$ cat src/rtl/sqrt_iter_pipe_if.sv
// sqrt_iter_pipe_if: radicand-in / root-out handshake bundle for the iterative square root unit.
interface sqrt_iter_pipe_if #(
   parameter int WIDTH     = 32,
   parameter int FRAC_BITS = 0
);
   localparam int RES_W = WIDTH/2 + FRAC_BITS;
   logic             in_valid;
   logic             in_ready;
   logic [WIDTH-1:0] a;
   logic             out_valid;
   logic             out_ready;
   logic [RES_W-1:0] sqrt;
   logic [RES_W:0]   rem;
   modport master (output in_valid, a, out_ready, input in_ready, out_valid, sqrt, rem);
   modport slave  (input in_valid, a, out_ready, output in_ready, out_valid, sqrt, rem);
endinterface

$ cat src/rtl/sqrt_iter_pipe.sv
// sqrt_iter_pipe: restoring digit-by-digit unsigned square root, one root bit per enabled clock.
module sqrt_iter_pipe #(
   parameter int WIDTH     = 32,
   parameter int FRAC_BITS = 0
) (
   input logic            clk,
   input logic            rst,
   input logic            EN,
   sqrt_iter_pipe_if.slave bus
);
   localparam int RES_W = WIDTH/2 + FRAC_BITS;
   localparam int SW    = 2*RES_W;
   localparam int CW    = RES_W > 1 ? $clog2(RES_W) : 1;
   typedef enum logic [1:0] {IDLE, CALC, DONE} state_t;
   state_t           state_q, state_d;
   logic [CW-1:0]    cnt_q, cnt_d;
   logic [SW-1:0]    sh_q, sh_d;
   logic [RES_W-1:0] q_q, q_d, sqrt_q, sqrt_d, qn;
   logic [RES_W+1:0] r_q, r_d, rp, t, rn;
   logic [RES_W:0]   rem_q, rem_d;
   logic             ge, last;
   always_ff @(posedge clk) begin
      if (rst) begin
         state_q <= IDLE;
         cnt_q   <= '0;
         sh_q    <= '0;
         q_q     <= '0;
         r_q     <= '0;
         sqrt_q  <= '0;
         rem_q   <= '0;
      end else begin
         state_q <= state_d;
         cnt_q   <= cnt_d;
         sh_q    <= sh_d;
         q_q     <= q_d;
         r_q     <= r_d;
         sqrt_q  <= sqrt_d;
         rem_q   <= rem_d;
      end
   end
   always_comb begin
      last    = cnt_q == '0;
      state_d = !EN ? state_q :
                state_q == IDLE ? (bus.in_valid ? CALC : IDLE) :
                state_q == CALC ? (last ? DONE : CALC) :
                (bus.out_ready ? IDLE : DONE);
   end
   always_comb begin
      bus.in_ready  = state_q == IDLE && EN;
      bus.out_valid = state_q == DONE;
      bus.sqrt      = sqrt_q;
      bus.rem       = rem_q;
   end
   // Trial subtraction: bring down two radicand bits, try to append a 1 to the root.
   always_comb begin
      rp = (RES_W+2)'({r_q, sh_q[SW-1 -: 2]});
      t  = {q_q, 2'b01};
      ge = rp >= t;
      rn = ge ? rp - t : rp;
      qn = RES_W'({q_q, ge});
   end
   always_comb begin
      cnt_d  = cnt_q;
      sh_d   = sh_q;
      q_d    = q_q;
      r_d    = r_q;
      sqrt_d = sqrt_q;
      rem_d  = rem_q;
      if (EN && state_q == IDLE && bus.in_valid) begin
         sh_d  = SW'(bus.a) << (2*FRAC_BITS);
         q_d   = '0;
         r_d   = '0;
         cnt_d = CW'(RES_W-1);
      end else if (EN && state_q == CALC) begin
         sh_d  = sh_q << 2;
         q_d   = qn;
         r_d   = rn;
         cnt_d = cnt_q - 1'b1;
         if (last) begin
            sqrt_d = qn;
            rem_d  = rn[RES_W:0];
         end
      end
   end
endmodule
$ cat src/flat_wrapper.sv
// flat-port wrapper written by rule: the top's interface ports become plain ports
module sqrt_iter_pipe_flat 
#(
   parameter int WIDTH     = 32,
   parameter int FRAC_BITS = 0
)
  (clk, rst, EN, bus_in_valid, bus_a, bus_out_ready, bus_in_ready, bus_out_valid, bus_sqrt, bus_rem);
  sqrt_iter_pipe_if #(.WIDTH(WIDTH), .FRAC_BITS(FRAC_BITS)) bus_i ();
  input logic clk;
  input logic rst;
  input logic EN;
  input wire logic [$bits(bus_i.in_valid)-1:0] bus_in_valid;
  input wire logic [$bits(bus_i.a)-1:0] bus_a;
  input wire logic [$bits(bus_i.out_ready)-1:0] bus_out_ready;
  output wire logic [$bits(bus_i.in_ready)-1:0] bus_in_ready;
  output wire logic [$bits(bus_i.out_valid)-1:0] bus_out_valid;
  output wire logic [$bits(bus_i.sqrt)-1:0] bus_sqrt;
  output wire logic [$bits(bus_i.rem)-1:0] bus_rem;
  assign bus_i.in_valid = bus_in_valid;
  assign bus_i.a = bus_a;
  assign bus_i.out_ready = bus_out_ready;
  assign bus_in_ready = bus_i.in_ready;
  assign bus_out_valid = bus_i.out_valid;
  assign bus_sqrt = bus_i.sqrt;
  assign bus_rem = bus_i.rem;
  sqrt_iter_pipe #(.WIDTH(WIDTH), .FRAC_BITS(FRAC_BITS)) u_core (.clk(clk), .rst(rst), .EN(EN), .bus(bus_i));
endmodule
$ cat config.mk
export PLATFORM = sky130hd
export DESIGN_NAME = sqrt_iter_pipe_flat
export DESIGN_NICKNAME = d
export VERILOG_FILES = /design/src/rtl/sqrt_iter_pipe_if.sv /design/src/rtl/sqrt_iter_pipe.sv /design/src/flat_wrapper.sv
export SDC_FILE = /design/constraint.sdc
export NUM_CORES = 1
export LEC_CHECK = 0
export BUFFER_PORTS_ARGS = -buffer_cell sky130_fd_sc_hd__buf_2
export CAP_MARGIN = 40
export CORE_MARGIN = 1
export CORE_UTILIZATION = 45
export CTS_CLUSTER_SIZE = 24
export DETAILED_ROUTE_END_ITERATION = 16
export PLACE_DENSITY = 0.68
export SLEW_MARGIN = 20
export SYNTH_ARGS = -nofsm -noshare
export SYNTH_HDL_FRONTEND = slang
export SYNTH_SLANG_ARGS = --single-unit
$ cat constraint.sdc
create_clock -name clk -period 2.6 [get_ports clk]
set_input_delay 0.39 -clock clk [delete_from_list [all_inputs] [get_ports clk]]
set_output_delay 0.39 -clock clk [all_outputs]
set_load 0.02 [all_outputs]
==> results.toml <==
[status]
status = "complete, no violations"

[sta]
rsz0062_at_grt = "true"
finalWorstSetupSlack_ps = 86.1
hold_viol = 0
max_slew.worst_pin.slew_ps = 528
worst_hold_slack_ps = 262
clock_skew_ps = 11.7
final.setup.tns_ps = 0
period_share_pct = 96.7
setup-violations-final = 0
worst_slew_margin_rel_pct = 64.8
period_minus_slack_ps = 2510
fmax_mhz = 398
slew_violations = 0

[routing]
initialDrtViolationCount = 339
antenna_left = 0
route.detailed.vias_per_inst = 5.56
totalWireLength_um = 13000
drc = 0
routed_wire_length_per_instance_um = 15.3
num_vias = 4726
detail_route.first_pass.iterations = 5

[worst_hold_path]
holdCritPathClass = "in2reg"

[layout]
nFillCells = 1036
final_layout_size_suffix_gt1_share_pct = 21.4
post_route_core_utilization_pct = 54.5
final-seq-area_um2 = 2060
area_growth_synth_to_finish_pct = 17.8
fin_nets = 761
total_inserted_antenna_cells = 0
multi_input_comb_area_um2 = 2770

[setup_path]
cp-end-kind = "register"
setup.worst_path.start_class = "register"
critical_path_maximum_fanout = 10
worst-endpoint-required_ps = 2920
cp_data_arrival_time_ps = 2830
path_class = "reg2reg"

[die]
boundaryPins = 72
die_w_um = 108
die_height_um = 108
floorplan.initialDensity_pct = 46.3
die_area_um2 = 11600
std_cell_rows = 38
core_area_um2 = 10900

[power]
p_clk_share_pct = 25.1
report.power.total_mw = 3.97
seq_power_share_pct = 43.1
power.density_cell_area_nw_per_um2 = 668
power.share.combinational_pct = 31.8
static-leakage-power_nw = 2.30
ir_drop_v = 0.000344
switching_power_mw = 1.34
sw_frac_of_total_pct = 33.9
internal_power_mw = 2.62

[clock_tree]
cts.htree.levels = 3
tritoncts_num_sinks = 103
clock_tree.root_cell = "sky130_fd_sc_hd__clkbuf_8"
path_clk_slew_ps = 100
cts_max_path_buffers = 2
post_cts_buffers = 0
cts_inserted_buffers = 9
cts_tree = "yes"
clk-insertion-delay-late_ps = 370

[synth]
synthDominantAreaCellType = "sky130_fd_sc_hd__dfxtp_1"
synthesized_area_fraction_occupied_by_and_or_nand_nor_cells_pct = 20.1
netlist_instances = 627
synth_edf_count = 0
yosysWarningCount = 0
yosys_most_used_dff = "sky130_fd_sc_hd__dfxtp_1"
synth_xor_area_share_pct = 2.78
synth_seq_area_share_pct = 40.9
synth_adder_area_share_pct = 4.72
syn-mean-instance-area_um2 = 8.04
post_synth_design_cell_area_um2 = 5040
synth_top_area_share_pct = 40.9
leading_cell_types_by_total_area_after_synthesis = "sky130_fd_sc_hd__dfxtp_1 41%, sky130_fd_sc_hd__nand2_1 9.1%, sky130_fd_sc_hd__a21oi_1 7.6%"
postSynthRegisterBits = 103
async_reset_ff_share_pct = 0
main_combinational_cell_family_by_area_after_synthesis = "compound AO/OA/AOI/OAI gates"
synth_compound_gate_area_share_pct = 23.8
syn_nets = 683
synthDistinctLibCells = 57
synth.area.mux_share_pct = 1.79

[placement]
port-buffer-count = 71
dp.final_hpwl_um = 9060
gpl.final_weighted_congestion = 0.960
pre_cts_slack_ps = -6.40

[grt]
grt.overflow.total = 0
total_routing_usage_reported_by_global_routing_pct = 23.3
first_global_vias = 4409
antenna_violations_before_repair = 0
first_pass_grt_wire_length_um = 21300
grt_start_max_net_pins = 54

[flow_run]
timing.max_cap.violations = 0
[area by class of cell]
| type | count | share of cell area [%] |
|---|---|---|
| repair buffers | 109 | 11.0 |
| multi-input cells | 458 | 46.7 |
| flip-flops and latches | 103 | 34.8 |
| clock buffers | 13 | 2.34 |
| inverters | 24 | 1.52 |
| clock inverters | 3 | 0.738 |
| well taps | 140 | 2.95 |
[per-stage QoR]
stage,cells,area [um2]
2_1_floorplan,627,5040
3_3_place_gp,832,5660
3_5_place_dp,832,5660
4_1_cts,848,5850
5_1_grt,850,5940
6_report,850,5940
[critical path, stage by stage, from the launching register on]
cell and delay (ps):
sky130_fd_sc_hd__dfxtp_1 340, sky130_fd_sc_hd__inv_1 50, sky130_fd_sc_hd__ha_1 340, sky130_fd_sc_hd__a21oi_2 210
sky130_fd_sc_hd__o21ai_2 100, sky130_fd_sc_hd__or2_0 240, sky130_fd_sc_hd__o211a_4 280, sky130_fd_sc_hd__or2_4 310
sky130_fd_sc_hd__or4_1 500, sky130_fd_sc_hd__nand3_1 100
[worst paths after layout]
kind / end / depth (start not counted) / slack (ps) / from
setup / recovery: u_core.bus.rem[0]$_SDFFE_PP0P_ / 9 / 90 / u_core.q_q[9]$_SDFFE_PP0P_
hold / removal: u_core.sh_q[1]$_SDFFE_PP0P_ / 3 / 260 / bus_a[1]
setup reg to reg: u_core.bus.rem[0]$_SDFFE_PP0P_ / 9 / 90 / u_core.q_q[9]$_SDFFE_PP0P_
hold reg to reg: u_core.bus.sqrt[1]$_SDFFE_PP0P_ / 2 / 460 / u_core.bus.sqrt[1]$_SDFFE_PP0P_
[power by group through the flow]
stage | clock [mW] | combinational, mW | sequential (mW)
floorplan | 0 | 0.885 | 1.75
global placement | 0 | 1.13 | 1.74
detailed placement | 0 | 1.15 | 1.74
CTS | 1.02 | 1.16 | 1.71
global route | 1.09 | 1.38 | 1.72
finish | 0.995 | 1.26 | 1.71
[cells in the final DEF, fill, tap and decap left out, types with 15 or more instances in the layout]
cell type,netlist,routed
sky130_fd_sc_hd__inv_1,24,24
sky130_fd_sc_hd__a22oi_1,19,19
sky130_fd_sc_hd__a211oi_1,16,15
sky130_fd_sc_hd__a21oi_1,77,76
sky130_fd_sc_hd__nand2_1,122,122
sky130_fd_sc_hd__buf_2,1,71
sky130_fd_sc_hd__dfxtp_1,103,102
sky130_fd_sc_hd__nor2_1,55,54
sky130_fd_sc_hd__buf_4,1,37
sky130_fd_sc_hd__o21ai_0,18,18
[cell usage after synthesis (2+ instances only)]
| cell | count |
|---|---|
| sky130_fd_sc_hd__a2111oi_1 | 2 |
| sky130_fd_sc_hd__a211oi_1 | 16 |
| sky130_fd_sc_hd__a21oi_1 | 77 |
| sky130_fd_sc_hd__a21oi_4 | 2 |
| sky130_fd_sc_hd__a22oi_1 | 19 |
| sky130_fd_sc_hd__a311oi_1 | 14 |
| sky130_fd_sc_hd__a31o_2 | 2 |
| sky130_fd_sc_hd__and2_1 | 2 |
| sky130_fd_sc_hd__buf_1 | 2 |
| sky130_fd_sc_hd__buf_6 | 3 |
| sky130_fd_sc_hd__clkbuf_1 | 36 |
| sky130_fd_sc_hd__dfxtp_1 | 103 |
| sky130_fd_sc_hd__ha_1 | 19 |
| sky130_fd_sc_hd__inv_1 | 24 |
| sky130_fd_sc_hd__mux2i_1 | 9 |
| sky130_fd_sc_hd__nand2_1 | 122 |
| sky130_fd_sc_hd__nand2b_1 | 4 |
| sky130_fd_sc_hd__nand3_1 | 11 |
| sky130_fd_sc_hd__nand3b_1 | 6 |
| sky130_fd_sc_hd__nand4_1 | 6 |
| sky130_fd_sc_hd__nor2_1 | 55 |
| sky130_fd_sc_hd__nor2b_1 | 2 |
| sky130_fd_sc_hd__nor3_1 | 7 |
| sky130_fd_sc_hd__o211ai_1 | 8 |
| sky130_fd_sc_hd__o21a_1 | 3 |
| sky130_fd_sc_hd__o21ai_0 | 18 |
| sky130_fd_sc_hd__o21ai_1 | 4 |
| sky130_fd_sc_hd__o21ai_2 | 2 |
| sky130_fd_sc_hd__o41ai_2 | 3 |
| sky130_fd_sc_hd__or4_1 | 5 |
| sky130_fd_sc_hd__xnor2_1 | 9 |
| sky130_fd_sc_hd__xor2_1 | 7 |
[metal layers]
| layer | track usage, % | vias up | share of wire, % |
|---|---|---|---|
| met5 | 0 | - | 0 |
| met4 | 10.5 | 0 | 2.6 |
| met3 | 4.60 | 24 | 5.0 |
| met2 | 37.3 | 136 | 46 |
| met1 | 30.1 | 2214 | 46 |
| li1 | - | 2352 | - |
[state kept, by name, indices dropped and copies added, names as in the netlist]
name,flops
u_core.bus.rem,17
u_core.r_q,16
u_core.bus.sqrt,16
u_core.sh_q,32
u_core.q_q,16
u_core.cnt_q,4
u_core.state_q,2
[kinds of logic (layout without fill, tap and decap cells)]
| kind of cell | after synthesis | after routing |
|---|---|---|
| DFF | 103 | 103 |
| muxes | 9 | 9 |
| xor gates and xnor gates | 16 | 16 |
| AOI/OAI and AO/OA | 181 | 181 |
| buffers and inverters | 68 | 149 |
| adders and majority gates | 19 | 19 |
| and+or+nand+nor | 231 | 233 |
[timing repair]
action / in CTS / in global routing
hold buffers: 0 / 0
resized for setup: 0 / 17
setup endpoints to repair: 5 / 27
cloned: 0 / 2
pin swaps: 1 / 5
Note: power is estimated with default switching activity, not from simulation.
